===== src/rtl/spi_sample_reader.sv =====
// spi_sample_reader: mode-0 SPI host that reads one WORD_WIDTH-bit sample per start request.
module spi_sample_reader #(
  parameter int WORD_WIDTH = 10,
  parameter int CLK_DIV    = 4,
  parameter int CS_SETUP   = 2,
  parameter int CS_HOLD    = 2
) (
  input  logic                  clk,
  input  logic                  rst,
  input  logic                  start_i,
  output logic                  busy_o,
  output logic [WORD_WIDTH-1:0] data_o,
  output logic                  valid_o,
  output logic                  sclk_o,
  output logic                  cs_o,
  input  logic                  sdi_i
);
  localparam int MX0 = CS_SETUP > CLK_DIV ? CS_SETUP : CLK_DIV;
  localparam int MX  = MX0 > CS_HOLD ? MX0 : CS_HOLD;
  localparam int CW  = $clog2(MX + 1);
  localparam int BW  = $clog2(WORD_WIDTH + 1);
  typedef enum logic [1:0] {IDLE, SETUP, SHIFT, HOLD} state_t;
  state_t                r_state, w_state;
  logic [CW-1:0]         r_cnt, w_cnt, w_lim;
  logic [BW-1:0]         r_bits, w_bits;
  logic [WORD_WIDTH-1:0] r_sr, w_sr, r_data, w_data;
  logic                  r_sclk, w_sclk, r_cs, w_cs, r_busy, w_busy, r_valid, w_valid, w_tc;
  // one shared counter times the setup, each sclk half-period and the hold
  assign w_lim = r_state == SETUP ? CW'(CS_SETUP - 1) : r_state == SHIFT ? CW'(CLK_DIV - 1) : CW'(CS_HOLD - 1);
  assign w_tc  = r_cnt == w_lim;
  always_comb begin
    w_state = r_state;
    w_cnt   = w_tc ? '0 : r_cnt + 1'b1;
    w_sclk  = r_sclk;
    w_cs    = r_cs;
    w_busy  = r_busy;
    w_valid = 1'b0;
    w_data  = r_data;
    w_sr    = r_sr;
    w_bits  = r_bits;
    case (r_state)
      IDLE: begin
        w_cnt = '0;
        if (start_i) begin
          w_state = SETUP;
          w_cs    = 1'b0;
          w_busy  = 1'b1;
          w_bits  = '0;
        end
      end
      SETUP: if (w_tc) w_state = SHIFT;
      SHIFT: if (w_tc) begin
        w_sclk = ~r_sclk;
        if (!r_sclk) begin
          w_sr   = {r_sr[WORD_WIDTH-2:0], sdi_i};
          w_bits = r_bits + 1'b1;
        end else if (r_bits == BW'(WORD_WIDTH)) w_state = HOLD;
      end
      HOLD: if (w_tc) begin
        w_state = IDLE;
        w_cs    = 1'b1;
        w_busy  = 1'b0;
        w_valid = 1'b1;
        w_data  = r_sr;
      end
      default: w_state = IDLE;
    endcase
  end
  always_ff @(posedge clk) begin
    if (rst) begin
      r_state <= IDLE;
      r_cnt   <= '0;
      r_bits  <= '0;
      r_sr    <= '0;
      r_data  <= '0;
      r_sclk  <= 1'b0;
      r_cs    <= 1'b1;
      r_busy  <= 1'b0;
      r_valid <= 1'b0;
    end else begin
      r_state <= w_state;
      r_cnt   <= w_cnt;
      r_bits  <= w_bits;
      r_sr    <= w_sr;
      r_data  <= w_data;
      r_sclk  <= w_sclk;
      r_cs    <= w_cs;
      r_busy  <= w_busy;
      r_valid <= w_valid;
    end
  end
  assign busy_o  = r_busy;
  assign data_o  = r_data;
  assign valid_o = r_valid;
  assign sclk_o  = r_sclk;
  assign cs_o    = r_cs;
endmodule


===== config.mk =====
export PLATFORM = sky130hd
export DESIGN_NAME = spi_sample_reader
export DESIGN_NICKNAME = d
export VERILOG_FILES = /design/src/rtl/spi_sample_reader.sv
export SDC_FILE = /design/constraint.sdc
export NUM_CORES = 1
export LEC_CHECK = 0
export CAP_MARGIN = 5
export CORE_ASPECT_RATIO = 0.8
export CORE_UTILIZATION = 50
export DETAILED_ROUTE_END_ITERATION = 12
export DONT_BUFFER_PORTS = 1
export PLACE_DENSITY = 0.65
export SLEW_MARGIN = 20
export SYNTH_ARGS = -nofsm -noshare
export SYNTH_HDL_FRONTEND = slang
export SYNTH_SLANG_ARGS = --single-unit

===== constraint.sdc =====
create_clock -name clk -period 2.4 [get_ports clk]
set_clock_uncertainty 0.15 [all_clocks]
set_input_delay 0.48 -clock clk [delete_from_list [all_inputs] [get_ports clk]]
set_output_delay 0.48 -clock clk [all_outputs]
set_load 0.02 [all_outputs]

==> After elaboration in Yosys (flattened, before gate mapping) <==
Cells that the tools add are included.
Widths: inputs -> output; s select.
{ "classes": {"addsub": 2, "eq_ne": 12, "mux": 20, "bitwise": 2, "n_reduce_logical": 11} }
{ "op_table": {"columns": ["cell", "n"], "rows": [
  ["$mux 2", 8],
  ["$mux 4", 3],
  ["$ne 2x2->1 const B", 6],
  ["$pmux 2 s4", 1],
  ["$pmux 4 s2", 1],
  ["$reduce_and 3->1", 2],
  ["$reduce_and 6->1", 1],
  ["$mux 1", 5],
  ["$add 4x1->4 const B", 1],
  ["$eq 2x2->1 const B", 2],
  ["$eq 4x4->1 const B", 1],
  ["$pmux 1 s2", 2],
  ["$reduce_and 2->1", 2],
  ["$reduce_and 4->1", 1],
  ["$reduce_bool 2->1", 2],
  ["$add 3x1->3 const B", 1],
  ["$eq 3x2->1", 1],
  ["$reduce_or 3->1", 1],
  ["$eq 2x1->1 const B", 1],
  ["$logic_not 2->1", 1],
  ["$ne 2x1->1 const B", 1],
  ["$not 1->1", 2],
  ["$reduce_or 2->1", 1]
]} }
{ "totals": {"register_bits": 33, "input_bits": 4, "output_inout_bits": 14} }

==> Logic depth before layout (Yosys ltp) <==
{ "logic_depth": {"ltp_word": 6, "ltp_mapped": 8, "depth_no_buf": 6} }

==> Worst setup path before layout <==
OpenSTA, ideal clock, no wires.
{ "synth_path": {"path_kind": "reg-to-reg", "start": "register r_state[0]", "end": "register r_data[0] (netlist: data_o[0])", "setup_time_ps": 71, "arrival_time_ps": 1459, "path_slack_ps": 720, "path_stages_with_launch": 9, "n_path_buf": 2, "synth_period_minus_slack_ps": 1680, "path_cell_list": "dfxtp_1 > inv_1 > ha_1 > buf_6 > xnor2_1 > and2_4 > buf_6 > nand3_1 > a21oi_1"} }
{ "synth_via": {"elab_chain_len": 5, "elab_cells_between_ends": 7, "classes_between": "4 x eq/ne; 2 x mux; 1 x reduce/logical"} }
{ "synth_lines": {"columns": ["item", "line_no", "rtl"], "rows": [
  ["from (decl)", "23", "state_t r_state, w_state;"],
  ["from (signal assigned)", "81", "r_state <= w_state;"],
  ["$eq 2x2->1", "29", "assign w_lim = r_state == SETUP ? CW'(CS_SETUP - 1) : r_state == SHIFT ? CW'(CLK_DIV - 1) : CW'(CS_HOLD - 1);"],
  ["$mux 2 (2 in a row)", "29", null],
  ["$eq 3x2->1", "30", "assign w_tc = r_cnt == w_lim;"],
  ["$reduce_and 2->1 (no source line) (*)", null, null],
  ["to (signal assigned)", "85", "r_data <= w_data;"],
  ["to (decl)", "26", "logic [WORD_WIDTH-1:0] r_sr, w_sr, r_data, w_data;"]
]} }
Every way passes the cells marked *; elsewhere a longest branch is shown, timed or not.
A chain may end at the register's enable or synchronous reset.

==> Worst setup path after layout <==
{ "layout_path": {"start": "register r_state[0]", "end": "register r_data[4] (netlist: data_o[4])"} }
Same word-level chain as after synthesis.

==> results.toml <==
[outcome]
outcome = "complete, no violations"

[placed_design]
io_buffers = 0
hpwl_um = 1900
gp_congestion = 0.827
dp_cells = 191

[floorplanning]
design.core.area_um2 = 2790
core.rowCount = 17
dieArea_um2 = 3190
die_y_um = 50.7
fp.dieW_um = 62.9
initial_core_util_pct = 53.3
io_pins = 18

[sta]
timing.final.crit_period_ns = 2.01
worstMarginPinSlew_ns = 0.484
period_share_pct = 83.6
maxSlewHeadroom_pct = 67.6
max_freq_mhz = 499
timing.setup.tns_ns = 0
drv_slew = 0
rsz0062_at_grt = "no"
finalSetupViolCount = 0
hold_violations = 0

[setup_path]
arrival_ns = 2.03
crit_type = "reg2reg"
worst_setup_path_end_kind = "register"
reg2reg_slack_ns = 0.39
start_kind = "register"
critPathMaxFanout = 11
worstPathRequired_ns = 2.42

[finish]
area_growth_pct = 6.16
antenna_cells = 0
multiInputGateArea_um2 = 739
register_area_um2 = 661
stdcell_count = 199
nets = 172
fillers = 256
layout-drive-gt1-share_pct = 9.32

[synthesis]
synth-main-ff-cell = "dfxtp_1"
synth_area_leaders = "dfxtp_1 (45%), mux2i_1 (8.1%), ha_1 (6.7%)"
synth_top_area_share_pct = 44.5
postSynth.asyncResetShare_pct = 0
netlist_instances = 161
netlist_area_um2 = 1480
yosysSeqAreaShare_pct = 44.5
synth.distinct_cells = 34
ys_top_cells_by_count = "dfxtp_1 (33), a21oi_1 (18), nand2_1 (16)"
synth_enable_flop_cells = 0
synth_most_common_cell = "dfxtp_1"
yosysTopAreaCell = "dfxtp_1"
synth_fp_nets = 173
ys_ff_latch = 33
yosysWarningCount = 0
avgSynthCellArea_um2 = 9.22

[detailed_routing]
first_pass_iters = 4
drcViolationCount = 0
vias = 1107
drtIter0Drc = 75
drt_wl_total_um = 2790
viasPerCell = 5.56
ant_nets = 0
wl_per_cell_um = 14.0

[power]
finalPower_w = 0.00144
powerDensity_nw_per_um2 = 917
leakage_nw = 0.578
max-vdd-ir-drop_uv = 476

[global_route]
grt_pass1_vias = 1057
use_met1_pct = 25.5
met3_usage_pct = 6.82
grt_usage_pct = 20.3
grt_pass1_wl_um = 4890
grt.overflow.total = 0
grt_max_degree = 32
antenna_found_initial = 0
busiest_layer = "met2"
grt_use_met2_pct = 30.8

[clocking]
cts_sinks = 33
hold_buffers = 0
clk_pin_slew_worst_paths_ns = 0.07
cts_setup_buffers = 0
clock_path_buffers = 2
h-tree-depth = 2
numCtsBuffers = 5
cts_tree = "done"
ctsRootBufferMaster = "clkbuf_8"
clk_latency_ns = 0.28
cts_resized = 0

[flow_run]
cap_violations = 0

[min_path]
hp-class = "in2reg"
layout make-up:
cell class / count / share of cell area, %
Clock inverter: 1 / 0.318
Tap cell: 38 / 3.02
Sequential cell: 33 / 41.9
Inverter: 5 / 1.19
Multi-Input combinational cell: 114 / 46.9
Timing Repair Buffer: 1 / 0.477
Clock buffer: 7 / 6.12
metal layers:
metal | up-vias | share of wire [%]
met2 | 19 | 43
li1 | 554 | -
met3 | 8 | 4.4
met1 | 526 | 50
met4 | 0 | 2.0
met5 | - | 0
through the flow:
step | hold WS (ns) | worst slack, ns | instance area, µm² | util (%)
after global placement | 0.302 | 0.493 | 1470 | 52.9
after detailed placement | 0.307 | 0.391 | 1470 | 52.9
after CTS | 0.104 | 0.381 | 1580 | 56.5
after global routing | 0.0922 | 0.126 | 1580 | 56.5
final | 0.111 | 0.394 | 1580 | 56.5
after floorplan | 0.289 | 0.720 | 1480 | -
worst paths after layout:
| kind | start | to | cells past startpoint |
|---|---|---|---|
| max reg2reg | r_state[0] | data_o[4] | 6 |
| max | r_state[0] | data_o[4] | 6 |
| min | rst | r_bits[1] | 1 |
| min reg2reg | r_sr[9] | data_o[9] | 2 |
registers in the layout, summed over array words and instances, names as in the netlist:
| signal | cells |
|---|---|
| busy_o | 1 |
| data_o | 10 |
| r_sr | 10 |
| r_cnt | 3 |
| valid_o | 1 |
| sclk_o | 1 |
| r_state | 2 |
| cs_o | 1 |
| r_bits | 4 |
worst max-delay path, cell delays in order, from the launching register on:
cell	delay [ns]
dfxtp_1	0.38
inv_1	0.10
ha_1	0.32
xnor2_1	0.29
nand3_1	0.39
nand2_1	0.20
a21oi_1	0.08
cell usage in the layout (no fill, tap or decap):
cell      instances
a21oi_1          18
a21oi_2           1
a31oi_1           2
and2_4            1
and2b_1           1
and3_1            1
and4b_1           1
buf_4             1
clkbuf_8          7
clkinv_2          1
dfxtp_1          33
ha_1              8
inv_1             5
mux2i_1          12
nand2_1          16
nand2b_1          1
nand3_1          13
nand4_1           1
nand4b_1          1
nand4b_2          1
nor2_1           15
nor2_4            1
nor2b_1           3
nor3_1            2
nor4_2            1
nor4b_2           1
o21a_1            1
o21ai_0           4
o21ai_1           2
o311a_1           1
o41ai_1           2
or2b_1            1
xnor2_1           2
kinds of logic (layout without fill, tap and decap cells):
group,after synthesis,count (layout),share of synthesized area [%]
flops,33,33,44.5
buf+inv,14,14,5.65
compound gates,31,31,11.9
simple gates,61,61,21.9
xor+xnor,2,2,1.18
fa+ha+maj,8,8,6.75
mux,12,12,8.09
power by group:
part	switching (W)	leakage [nW]	internal, W
Combinational	0.000223	0.257	0.000135
Sequential	0.0000506	0.267	0.000583
Clock	0.000193	0.0542	0.000259
Total	0.000467	0.578	0.000977
Note: power is estimated with default switching activity, not from simulation.
